===== src/rtl/gt_reset_pkg.sv =====
// Shared types and constants for the transceiver reset controller.
package gt_reset_pkg;

   localparam int unsigned SYNC_STAGES = 5;
   localparam int unsigned RETRY_W     = 3;

   typedef enum logic [2:0] {
      PLL_RESET = 3'd0,
      WAIT_LOCK = 3'd1,
      GT_RESET  = 3'd2,
      WAIT_DONE = 3'd3,
      READY     = 3'd4,
      FAILED    = 3'd5
   } state_e;

   typedef logic [RETRY_W-1:0] retry_t;

   // Saturating increment so the count sticks at its maximum.
   function automatic retry_t retry_inc(input retry_t r);
      return (r == '1) ? r : r + retry_t'(1);
   endfunction

endpackage


===== src/rtl/gt_reset_controller_if.sv =====
// Control/status bundle between board reset logic, the controller and the transceiver wrapper.
interface gt_reset_controller_if;
   import gt_reset_pkg::*;

   logic   start_in;
   logic   pll_lock_in;
   logic   gt_reset_done_in;
   logic   pll_reset_out;
   logic   gt_reset_out;
   logic   user_ready_out;
   logic   error_out;
   retry_t retry_count_out;

   modport master (
      input  start_in, pll_lock_in, gt_reset_done_in,
      output pll_reset_out, gt_reset_out, user_ready_out, error_out, retry_count_out
   );

   modport slave (
      output start_in, pll_lock_in, gt_reset_done_in,
      input  pll_reset_out, gt_reset_out, user_ready_out, error_out, retry_count_out
   );

endinterface


===== src/rtl/bit_synchronizer.sv =====
// Multi-flop synchronizer for a single asynchronous level; deliberately has no reset.
module bit_synchronizer #(
   parameter int unsigned STAGES     = 5,
   parameter logic        INITIALIZE = 1'b0
) (
   input  logic clk_in,
   input  logic data_in,
   output logic data_out
);

   logic [STAGES-1:0] sync_q = {STAGES{INITIALIZE}};
   logic [STAGES-1:0] sync_d;

   always_comb begin
      sync_d = {sync_q[STAGES-2:0], data_in};
   end

   always_ff @(posedge clk_in) begin
      sync_q <= sync_d;
   end

   assign data_out = sync_q[STAGES-1];

endmodule


===== src/rtl/gt_reset_controller.sv =====
// Sequences PLL and channel reset of a transceiver, waits for lock/done, retries on timeouts,
// and flags a terminal failure once the retry budget is spent.
module gt_reset_controller
   import gt_reset_pkg::*;
#(
   parameter int unsigned PLL_RESET_CYCLES    = 16,
   parameter int unsigned GT_RESET_CYCLES     = 16,
   parameter int unsigned LOCK_TIMEOUT_CYCLES = 4096,
   parameter int unsigned DONE_TIMEOUT_CYCLES = 65536,
   parameter int unsigned MAX_RETRIES         = 3
) (
   input  logic                  clk_in,
   input  logic                  rst_in,
   gt_reset_controller_if.master bus
);

   localparam int unsigned MAX_AB  = (PLL_RESET_CYCLES > GT_RESET_CYCLES) ?
                                     PLL_RESET_CYCLES : GT_RESET_CYCLES;
   localparam int unsigned MAX_CD  = (LOCK_TIMEOUT_CYCLES > DONE_TIMEOUT_CYCLES) ?
                                     LOCK_TIMEOUT_CYCLES : DONE_TIMEOUT_CYCLES;
   localparam int unsigned CNT_MAX = (MAX_AB > MAX_CD) ? MAX_AB : MAX_CD;
   localparam int unsigned CNT_W   = $clog2(CNT_MAX + 1);

   localparam logic [CNT_W-1:0] PLL_LAST  = CNT_W'(PLL_RESET_CYCLES - 1);
   localparam logic [CNT_W-1:0] GT_LAST   = CNT_W'(GT_RESET_CYCLES - 1);
   localparam logic [CNT_W-1:0] LOCK_LAST = CNT_W'(LOCK_TIMEOUT_CYCLES - 1);
   localparam logic [CNT_W-1:0] DONE_LAST = CNT_W'(DONE_TIMEOUT_CYCLES - 1);
   localparam retry_t           RETRY_LIM = RETRY_W'(MAX_RETRIES);

   state_e           state_q, state_d;
   logic [CNT_W-1:0] cnt_q, cnt_d;
   retry_t           retry_q, retry_d;
   retry_t           retry_nxt;
   logic             pll_reset_q, pll_reset_d;
   logic             gt_reset_q, gt_reset_d;
   logic             ready_q, ready_d;
   logic             error_q, error_d;
   logic             lock_s, done_s;

   bit_synchronizer #(.STAGES(SYNC_STAGES), .INITIALIZE(1'b0)) u_lock_sync (
      .clk_in   (clk_in),
      .data_in  (bus.pll_lock_in),
      .data_out (lock_s)
   );

   bit_synchronizer #(.STAGES(SYNC_STAGES), .INITIALIZE(1'b0)) u_done_sync (
      .clk_in   (clk_in),
      .data_in  (bus.gt_reset_done_in),
      .data_out (done_s)
   );

   // Next state: start > lock loss > done loss/seen > timeout.
   always_comb begin
      state_d   = state_q;
      cnt_d     = cnt_q;
      retry_d   = retry_q;
      retry_nxt = retry_inc(retry_q);

      if (bus.start_in) begin
         state_d = PLL_RESET;
         retry_d = '0;
      end else begin
         case (state_q)
            PLL_RESET: begin
               if (cnt_q == PLL_LAST) state_d = WAIT_LOCK;
            end
            WAIT_LOCK: begin
               if (lock_s) begin
                  state_d = GT_RESET;
               end else if (cnt_q == LOCK_LAST) begin
                  retry_d = retry_nxt;
                  state_d = (retry_nxt >= RETRY_LIM) ? FAILED : PLL_RESET;
               end
            end
            GT_RESET: begin
               if (!lock_s)               state_d = PLL_RESET;
               else if (cnt_q == GT_LAST) state_d = WAIT_DONE;
            end
            WAIT_DONE: begin
               if (!lock_s) begin
                  state_d = PLL_RESET;
               end else if (done_s) begin
                  state_d = READY;
               end else if (cnt_q == DONE_LAST) begin
                  retry_d = retry_nxt;
                  state_d = (retry_nxt >= RETRY_LIM) ? FAILED : GT_RESET;
               end
            end
            READY: begin
               if (!lock_s)      state_d = PLL_RESET;
               else if (!done_s) state_d = GT_RESET;
            end
            FAILED:  state_d = FAILED;
            default: state_d = PLL_RESET;
         endcase
      end

      // Counter restarts on every entry (a start re-enters PLL_RESET even from PLL_RESET).
      if (bus.start_in || (state_d != state_q)) begin
         cnt_d = '0;
      end else if ((state_q != READY) && (state_q != FAILED)) begin
         cnt_d = cnt_q + CNT_W'(1);
      end

      pll_reset_d = (state_d == PLL_RESET) || (state_d == FAILED);
      gt_reset_d  = (state_d == PLL_RESET) || (state_d == WAIT_LOCK) ||
                    (state_d == GT_RESET)  || (state_d == FAILED);
      ready_d     = (state_d == READY);
      error_d     = (state_d == FAILED);
   end

   always_ff @(posedge clk_in or posedge rst_in) begin
      if (rst_in) begin
         state_q     <= PLL_RESET;
         cnt_q       <= '0;
         retry_q     <= '0;
         pll_reset_q <= 1'b1;
         gt_reset_q  <= 1'b1;
         ready_q     <= 1'b0;
         error_q     <= 1'b0;
      end else begin
         state_q     <= state_d;
         cnt_q       <= cnt_d;
         retry_q     <= retry_d;
         pll_reset_q <= pll_reset_d;
         gt_reset_q  <= gt_reset_d;
         ready_q     <= ready_d;
         error_q     <= error_d;
      end
   end

   assign bus.pll_reset_out   = pll_reset_q;
   assign bus.gt_reset_out    = gt_reset_q;
   assign bus.user_ready_out  = ready_q;
   assign bus.error_out       = error_q;
   assign bus.retry_count_out = retry_q;

endmodule


===== src/flat_wrapper.sv =====
// flat-port wrapper written by rule: the top's interface ports become plain ports
module gt_reset_controller_flat import gt_reset_pkg::*;
#(
   parameter int unsigned PLL_RESET_CYCLES    = 16,
   parameter int unsigned GT_RESET_CYCLES     = 16,
   parameter int unsigned LOCK_TIMEOUT_CYCLES = 4096,
   parameter int unsigned DONE_TIMEOUT_CYCLES = 65536,
   parameter int unsigned MAX_RETRIES         = 3
)
  (clk_in, rst_in, bus_start_in, bus_pll_lock_in, bus_gt_reset_done_in, bus_pll_reset_out, bus_gt_reset_out, bus_user_ready_out, bus_error_out, bus_retry_count_out);
  gt_reset_controller_if bus_i ();
  input  logic clk_in;
  input  logic rst_in;
  input wire logic [$bits(bus_i.start_in)-1:0] bus_start_in;
  input wire logic [$bits(bus_i.pll_lock_in)-1:0] bus_pll_lock_in;
  input wire logic [$bits(bus_i.gt_reset_done_in)-1:0] bus_gt_reset_done_in;
  output wire logic [$bits(bus_i.pll_reset_out)-1:0] bus_pll_reset_out;
  output wire logic [$bits(bus_i.gt_reset_out)-1:0] bus_gt_reset_out;
  output wire logic [$bits(bus_i.user_ready_out)-1:0] bus_user_ready_out;
  output wire logic [$bits(bus_i.error_out)-1:0] bus_error_out;
  output wire logic [$bits(bus_i.retry_count_out)-1:0] bus_retry_count_out;
  assign bus_i.start_in = bus_start_in;
  assign bus_i.pll_lock_in = bus_pll_lock_in;
  assign bus_i.gt_reset_done_in = bus_gt_reset_done_in;
  assign bus_pll_reset_out = bus_i.pll_reset_out;
  assign bus_gt_reset_out = bus_i.gt_reset_out;
  assign bus_user_ready_out = bus_i.user_ready_out;
  assign bus_error_out = bus_i.error_out;
  assign bus_retry_count_out = bus_i.retry_count_out;
  gt_reset_controller #(.PLL_RESET_CYCLES(PLL_RESET_CYCLES), .GT_RESET_CYCLES(GT_RESET_CYCLES), .LOCK_TIMEOUT_CYCLES(LOCK_TIMEOUT_CYCLES), .DONE_TIMEOUT_CYCLES(DONE_TIMEOUT_CYCLES), .MAX_RETRIES(MAX_RETRIES)) u_core (.clk_in(clk_in), .rst_in(rst_in), .bus(bus_i));
endmodule

===== config.mk =====
export PLATFORM = sky130hd
export DESIGN_NAME = gt_reset_controller_flat
export DESIGN_NICKNAME = d
export VERILOG_FILES = /design/src/rtl/gt_reset_pkg.sv /design/src/rtl/gt_reset_controller_if.sv /design/src/rtl/bit_synchronizer.sv /design/src/rtl/gt_reset_controller.sv /design/src/flat_wrapper.sv
export SDC_FILE = /design/constraint.sdc
export NUM_CORES = 1
export LEC_CHECK = 0
export CORE_AREA = 2 2 62 58
export DETAILED_ROUTE_END_ITERATION = 10
export DIE_AREA = 0 0 64 60
export GPL_ROUTABILITY_DRIVEN = 0
export PLACE_DENSITY = 0.86
export SLEW_MARGIN = 10
export SYNTH_ARGS = -nofsm -noshare
export SYNTH_HDL_FRONTEND = slang
export SYNTH_SLANG_ARGS = --single-unit

===== constraint.sdc =====
create_clock -name clk_in -period 2.9 [get_ports clk_in]
set_clock_uncertainty 0.2 [all_clocks]
set_input_delay 0.58 -clock clk_in [delete_from_list [all_inputs] [get_ports clk_in]]
set_output_delay 0.58 -clock clk_in [all_outputs]
set_load 0.005 [all_outputs]

* After elaboration in Yosys (flattened, before gate mapping)
Cells that the tools add are included.
** Storage, ports and cells
- Flip-flop bits (word level) :: 37
- Input port bits :: 5
- Output and inout bits :: 7
** Operators by class
- Add/sub/neg operators :: 2
- Magnitude comparators :: 1
- Equal/unequal tests :: 21
- Muxes and demuxes :: 24
- Reductions and logical operators :: 11
** Operator list (count)
- 3-bit 2-to-1 mux :: 20
- 17-bit 2-to-1 mux :: 2
- 3-bit one-hot mux with 6 select lines :: 1
- 17-bit by 1-bit adder with 17-bit output, second input constant :: 1
- 17-bit by 12-bit equality test with 1-bit output, second input constant :: 1
- 17-bit by 16-bit equality test with 1-bit output, second input constant :: 1
- 17-bit by 4-bit equality test with 1-bit output, second input constant :: 1
- 3-bit equality test, second input constant :: 5
- 3-bit != test, second input constant :: 5
- 3-bit by 2-bit equality test with 1-bit output, second input constant :: 3
- 3-bit by 1-bit equality test with 1-bit output, second input constant :: 2
- 3-bit zero test :: 2
- 3-bit by 2-bit != test with 1-bit output, second input constant :: 2
- 3-bit one-hot mux with 2 select lines :: 1
- 6-bit AND reduction :: 1
- 1-bit logical OR :: 5
- 3-bit by 1-bit adder with 3-bit output, second input constant :: 1
- 3-bit by 2-bit greater-or-equal comparator with 1-bit output, second input constant :: 1
- 3-bit != test :: 1
- 3-bit nonzero test :: 1
- 2-bit nonzero test :: 1
- 1-bit logical AND :: 1

* Depth between registers and ports, before layout
Gate-level depths: netlist (run 1).
- Depth after elaboration :: 13
- Gate-level depth with buffers :: 10
- Depth with buffers taken out :: 10

* Cells and area by module
Synthesis (run 1) repeated with hierarchy kept, for this count alone.
** Second synthesis, totals
- Cells, all modules :: 177
- Area total of the unflattened synthesis :: 1721.7 µm²
** Modules (own cells, without submodules)
- gt_reset_controller :: instances 1, cells each 167, area each 1521.5 µm², sequential area each 678.2 µm²
- bit_synchronizer :: instances 2, cells each 5, area each 100.1 µm², sequential area each 100.1 µm²

* Least setup slack after synthesis (run 1)
OpenSTA, ideal clock, no wires.
- Path kind :: reg-to-reg
- Start point :: reg u_core.cnt_q[0]
- End point :: reg u_core.cnt_q[16]
- Setup time :: 0.087 ns
- Arrival :: 2.155 ns
- Path slack :: 0.458 ns
- Stages on the path, launching flop included :: 11
- Buffers on the path :: 0
- Path through :: dfrtp_1 > ha_1 > and3_1 > nand2_1 > nor3_1 > ha_1 > a21boi_1 > o311ai_0 > and4bb_2 > o2111ai_4 > a211oi_2
** Between the ends
- Word-level cells in the longest chain between the ends :: 9
- Elaborated cells on any way between the ends :: 19
- Classes of those cells :: add/sub (1); eq/ne (4); mux (12); reduce/logical (2)
** RTL lines
- start, declared :: RTL line gt_reset_controller.sv:31 : logic [CNT_W-1:0] cnt_q, cnt_d;
- start signal, assigned :: RTL line gt_reset_controller.sv:123 : cnt_q <= cnt_d;
- 17-bit by 16-bit equality test with 1-bit output :: RTL line gt_reset_controller.sv:84 : end else if (cnt_q == DONE_LAST) begin
- 3-bit 2-to-1 mux :: RTL line gt_reset_controller.sv:84
- 3-bit 2-to-1 mux :: RTL line gt_reset_controller.sv:82 : end else if (done_s) begin
- 3-bit 2-to-1 mux :: RTL line gt_reset_controller.sv:80 : if (!lock_s) begin
- 3-bit one-hot mux with 6 select lines :: RTL line gt_reset_controller.sv:63 : case (state_q)
- 3-bit 2-to-1 mux :: RTL line gt_reset_controller.sv:59 : if (bus.start_in) begin
- 3-bit != test :: RTL line gt_reset_controller.sv:99 : if (bus.start_in || (state_d != state_q)) begin
- 1-bit logical OR :: RTL line gt_reset_controller.sv:99
- 17-bit 2-to-1 mux or 2-bit nonzero test (tied branches)
Parallel ways exist; a longest one is shown, timed or not. The select of a mux whose other input is x is not followed.
A chain may end at the register's enable or synchronous reset.

* Final worst setup path (run 1)
Ends and elaborated chain as after synthesis.

==> flow_summary.json, run 1 <==
{
  "dr.first_iter.drc_count": 79,
  "cts_post_setup_buffers_inserted": 0,
  "fin_crit_sh_pct": 91.2,
  "startpoint_type": "flip-flop",
  "async_flop_share_pct": 73.0,
  "rsz0062_at_grt": "false",
  "synth_area_sq_um": 1740,
  "grt_pass1_wl_um": 5620,
  "fin_crit_ps": 2640,
  "synth-main-ff-cell": "dfrtp_1",
  "cts_tree": "done",
  "worstPathArrival_ps": 2730,
  "die_y_um": 60,
  "num_antenna_cells": 0,
  "maxSlewViolCount": 0,
  "critPathKind": "flip-flop to flip-flop",
  "seq_area_sq_um": 878,
  "hpwl_um": 2410,
  "crit_buf_inv": 0,
  "drt-total-wl_um": 3210,
  "firstDrtPassIters": 4,
  "root_buffer": "clkbuf_4",
  "tightest_slew_ps": 422,
  "critPathRequiredTime_ps": 2980,
  "synth-seq-cells": 37,
  "cts_sinks": 37,
  "clockBufferDepth": 2,
  "ir_worst_vdd_uv": 384,
  "start_util_pct": 53.8,
  "slew_headroom_pct": 71.5,
  "dieArea_sq_um": 3840,
  "routed_via_density": 5.47,
  "hold_violations": 0,
  "antenna_left": 0,
  "finalNetCount": 205,
  "placed_area_sq_um": 1910,
  "p_leak_uw": 0.000836,
  "r2r_start": "u_core.cnt_q[0]",
  "powerDensity_nw_per_um2": 448,
  "path_max_fanout": 9,
  "die_x_um": 64,
  "num_rows": 20,
  "slowest_delay_ps": 430,
  "multi_input_area_sq_um": 810,
  "worstSkewPairLatency_ps": 350,
  "placeableCoreArea_sq_um": 3230,
  "grt_usage_pct": 19.9,
  "crit_slowest_cell": "dfrtp_1",
  "first_global_vias": 1227,
  "synth-edff-count": 0,
  "vias": 1324,
  "worstSetupEndpointType": "flip-flop",
  "hold_buffers": 0,
  "htreeDepth": 2,
  "io_buffers": 11,
  "drc_errors": 0,
  "design_area_sq_um": 1990,
  "crit_chain": "ha_1, and3_1, nand2_1, nor3_1, ha_1, a21boi_1, o311ai_0, and4bb_2, o2111ai_4, a211oi_2",
  "pin_count": 12,
  "status": "completed",
  "hold_path_class": "flip-flop to flip-flop",
  "routedWlPerCell_um": 13.3,
  "final.setup.worst_slack_ps": 256,
  "grt_max_degree": 18,
  "setup_tns_ps": 0,
  "drive_gt1_share_pct": 10.6,
  "setup_viol": 0,
  "cp-startpoint": "u_core.cnt_q[0]",
  "syn_inst": 178,
  "crit_path_frequent_cell": "ha_1",
  "clkTransAtPathRegs_ps": 120,
  "post_cts_resized": 0,
  "maxCapViolCount": 0,
  "syn_area_per_cell_sq_um": 9.76,
  "synth_cell_type_count": 43,
  "yosysWarningCount": 0,
  "fillers": 261,
  "overflow": 0,
  "place_ws_ps": 250,
  "cts_made_buffers": 5,
  "min-delay-start": "u_core.u_lock_sync.sync_q[2]",
  "antenna_found_initial": 0,
  "syn-num-nets": 186,
  "syn_to_final_growth_pct": 14.6,
  "critPathTopFamily": "compound AO/OA/AOI/OAI gates",
  "ys_seq_area_share_pct": 50.6,
  "fmax_ghz": 0.378
}
==> report_power, final <==
group          total, uW  internal [uW]  switching [uW]
Clock                327            149             178
Sequential           532            525            7.76
Combinational       33.1           13.8            19.3
==> flip-flops by register name, indices dropped and copies added (netlist names) <==
| name | cells |
|---|---|
| u_core.bus.pll_reset_out | 1 |
| u_core.bus.error_out | 1 |
| u_core.bus.retry_count_out | 3 |
| u_core.bus.gt_reset_out | 1 |
| u_core.u_done_sync.sync_q | 5 |
| u_core.u_lock_sync.sync_q | 5 |
| u_core.state_q | 3 |
| u_core.bus.user_ready_out | 1 |
| u_core.cnt_q | 17 |
==> layout make-up <==
cell class,count,share of cell area [%]
well taps,44,2.77
multi-input cells,130,40.7
repair buffers,15,7.04
clock inverters,2,0.754
inverters,8,1.51
flip-flops and latches,37,44.1
clock buffers,6,3.14
==> final timing paths <==
check | slack (ps) | cells after the start | end
max in group asynchronous | 1530 | 3 | u_core.bus.gt_reset_out
min reg2reg | 140 | 0 | u_core.u_lock_sync.sync_q[3]
min in group asynchronous | 330 | 2 | u_core.cnt_q[14]
max | 260 | 10 | u_core.cnt_q[16]
min | 140 | 0 | u_core.u_lock_sync.sync_q[3]
max reg2reg | 260 | 10 | u_core.cnt_q[16]
==> per-layer routing <==
layer	up-vias	wire length, um	global-route usage [%]	part of all wire (%)
li1	648	-	-	-
met1	635	1540	26.6	48
met2	35	1480	30.1	46
met3	6	143	6.59	4.4
met4	0	51	8.07	1.6
met5	-	0	0	0
==> metrics by stage <==
stage | utilization, % | std cells | total power (uW) | hold slack, ps
after CTS | 61.7 | 242 | 904 | 141
final | 61.7 | 242 | 893 | 139
after global routing | 61.7 | 242 | 931 | 147
after floorplan | - | 178 | 560 | 110
after detailed placement | 59.3 | 234 | 577 | 113
after global placement | 59.3 | 234 | 574 | 110
==> Yosys cell counts (2+ instances only) <==
| library cell | number | share of area [%] |
|---|---|---|
| nor2_1 | 29 | 6.3 |
| dfrtp_1 | 25 | 36 |
| nand2_1 | 19 | 4.1 |
| dfxtp_1 | 10 | 12 |
| nor3_1 | 10 | 2.9 |
| xnor2_1 | 9 | 4.5 |
| xor2_1 | 8 | 4.0 |
| inv_1 | 7 | 1.5 |
| a21oi_1 | 5 | 1.4 |
| nand3_1 | 4 | 1.2 |
| nand4_1 | 4 | 1.4 |
| nor2b_1 | 4 | 1.4 |
| ha_1 | 3 | 2.2 |
| nand2b_1 | 3 | 1.1 |
| o21a_1 | 3 | 1.3 |
| o21ai_1 | 3 | 0.86 |
| clkbuf_1 | 2 | 0.43 |
| dfstp_2 | 2 | 3.0 |
| nor4_1 | 2 | 0.72 |
| o211ai_2 | 2 | 1.4 |
| or4_1 | 2 | 0.86 |
==> cells in the final DEF, fill, tap and decap left out, drive strengths merged, types with 4 or more instances in the layout <==
master	n
o21ai	4
clkbuf	6
nand2	19
xor2	8
nor2	29
buf	4
dfxtp	10
nand3	4
xnor2	9
clkdlybuf4s50	11
a21oi	5
dfrtp	25
nor3	10
nor2b	4
nand4	4
inv	9
==> logic make-up (layout without fill, tap and decap cells) <==
family,count (synthesis),count (layout),synth area share (%)
compound gates,23,23,10.7
xor+xnor,17,17,8.57
fa+ha+maj,3,3,2.16
buf+inv,11,31,2.81
flops,37,37,50.6
mux,1,1,0.576
simple gates,86,86,24.6
Power figures use the tool's default switching activity.
==> inputs of run 2 (changes only) <==
CAP_MARGIN = 25   (was not set)
==> results of run 2 <==
Same layout as run 1: the final DEF is identical, and so are final timing and power.
==> inputs of run 3 (changes only) <==
clock period = 2.7 ns   (was 2.9 ns; I/O delays follow)
==> flow_summary.json, run 3 (synthesized netlist as in run 1, its figures left out) <==
{
  "maxCapViolCount": 0,
  "p_leak_uw": 0.000878,
  "layout_common_cells": "nor2_1 (29), dfrtp_1 (25), nand2_1 (19)",
  "antenna_left": 0,
  "grt_pass1_wl_um": 5690,
  "path_max_fanout": 7,
  "worstSkewPairLatency_ps": 350,
  "fin_crit_ps": 2570,
  "powerDensity_nw_per_um2": 441,
  "hpwl_um": 2420,
  "startpoint_type": "flip-flop",
  "cts_tree": "done",
  "num_rows": 20,
  "htreeDepth": 2,
  "syn_to_final_growth_pct": 19.2,
  "rrSetupSlack_ps": 130,
  "hold_path_class": "flip-flop to flip-flop",
  "largest_reg_flops": 17,
  "hold_violations": 0,
  "clockBufferDepth": 2,
  "overflow": 0,
  "drc_errors": 0,
  "routed_via_density": 5.60,
  "clkTransAtPathRegs_ps": 110,
  "fillers": 250,
  "setup_tns_ps": 0,
  "io_buffers": 11,
  "dr.first_iter.drc_count": 70,
  "status": "completed",
  "cts_sinks": 37,
  "finalNetCount": 215,
  "fin_crit_sh_pct": 95.2,
  "ir_worst_vdd_uv": 448,
  "drive_gt1_share_pct": 16.8,
  "tightest_slew_ps": 492,
  "placed_area_sq_um": 1960,
  "root_buffer": "clkbuf_4",
  "worstPathArrival_ps": 2660,
  "slew_headroom_pct": 66.8,
  "hold_buffers": 0,
  "crit_slowest_cell": "dfrtp_1",
  "crit_chain": "ha_2, and3_1, nand2_1, nor3_1, ha_2, a21boi_2, o311ai_1, and4bb_2, o211ai_2, buf_6, nor2_1",
  "critPathKind": "flip-flop to flip-flop",
  "reg.largest.list": "u_core.cnt_q x17, u_core.u_done_sync.sync_q x5, u_core.u_lock_sync.sync_q x5",
  "start_util_pct": 53.8,
  "grt_max_degree": 28,
  "critPathRequiredTime_ps": 2790,
  "design_area_sq_um": 2070,
  "worstSetupEndpointType": "flip-flop",
  "num_antenna_cells": 0,
  "routedWlPerCell_um": 14.1,
  "largest-register": "u_core.cnt_q",
  "slowest_delay_ps": 430,
  "pin_count": 12,
  "grt_usage_pct": 19.8,
  "crit_path_frequent_cell": "ha_2",
  "final_common_cell": "nor2_1",
  "vias": 1410,
  "die_x_um": 64,
  "firstDrtPassIters": 4,
  "dieArea_sq_um": 3840,
  "die_y_um": 60,
  "setup_viol": 0,
  "placeableCoreArea_sq_um": 3230,
  "maxSlewViolCount": 0,
  "fmax_ghz": 0.389,
  "drt-total-wl_um": 3550,
  "first_global_vias": 1245,
  "antenna_found_initial": 0,
  "cts_made_buffers": 5
}
run 3: area by class of cell:
class                      instances  area, sq um  area share, %
clock buffer                       5         37.5           1.81
clock inverter                     3         20.0          0.967
inverter                           8         30.0           1.45
multi-input combinational        131          837           40.4
sequential                        37          878           42.4
tap                               44         55.1           2.66
timing repair buffer              24          211           10.2
run 3: final timing paths:
check                                        startpoint                           end  depth (start not counted)
setup / recovery                        u_core.cnt_q[0]               u_core.cnt_q[4]                         11
hold / removal             u_core.u_done_sync.sync_q[0]  u_core.u_done_sync.sync_q[1]                          0
setup reg to reg                        u_core.cnt_q[0]               u_core.cnt_q[4]                         11
hold reg to reg            u_core.u_done_sync.sync_q[0]  u_core.u_done_sync.sync_q[1]                          0
max in group asynchronous                        rst_in      u_core.bus.pll_reset_out                          3
min in group asynchronous                        rst_in     u_core.bus.user_ready_out                          3
run 3: metal layers:
| metal | wire length [um] | global-route usage [%] | vias up |
|---|---|---|---|
| li1 | - | - | 676 |
| met3 | 211 | 4.52 | 5 |
| met1 | 1550 | 26.3 | 683 |
| met2 | 1730 | 31.1 | 46 |
| met5 | 0 | 0 | - |
| met4 | 59 | 9.32 | 0 |
run 3: stage by stage:
step	std cells	hold WS (ps)	worst slack (ps)	total power, uW	utilization (%)
2_1_floorplan	178	110	258	602	-
3_3_place_gp	240	110	155	617	60.7
3_5_place_dp	240	114	47.7	620	60.7
4_1_cts	248	142	19.4	916	62.4
5_1_grt	252	148	-15.8	946	64.1
6_report	252	140	129	912	64.1
run 3: worst max-delay path: cells and delay by family (launching register included):
family	cells	cell delay [ps]
buf+inv	1	160
simple gates	5	760
fa+ha+maj	2	390
flops	1	430
compound gates	3	560
run 3: power by group:
group / leakage, uW / internal, uW / switching, uW
logic: 0.000390 / 19.2 / 22.4
clock network: 0.0000359 / 104 / 195
registers: 0.000452 / 563 / 8.64
run 3: timing repair:
action | 4_1_cts | 5_1_grt
setup endpoints to repair | 0 | 16
resized for setup | 0 | 6
buffers inserted | 0 | 3
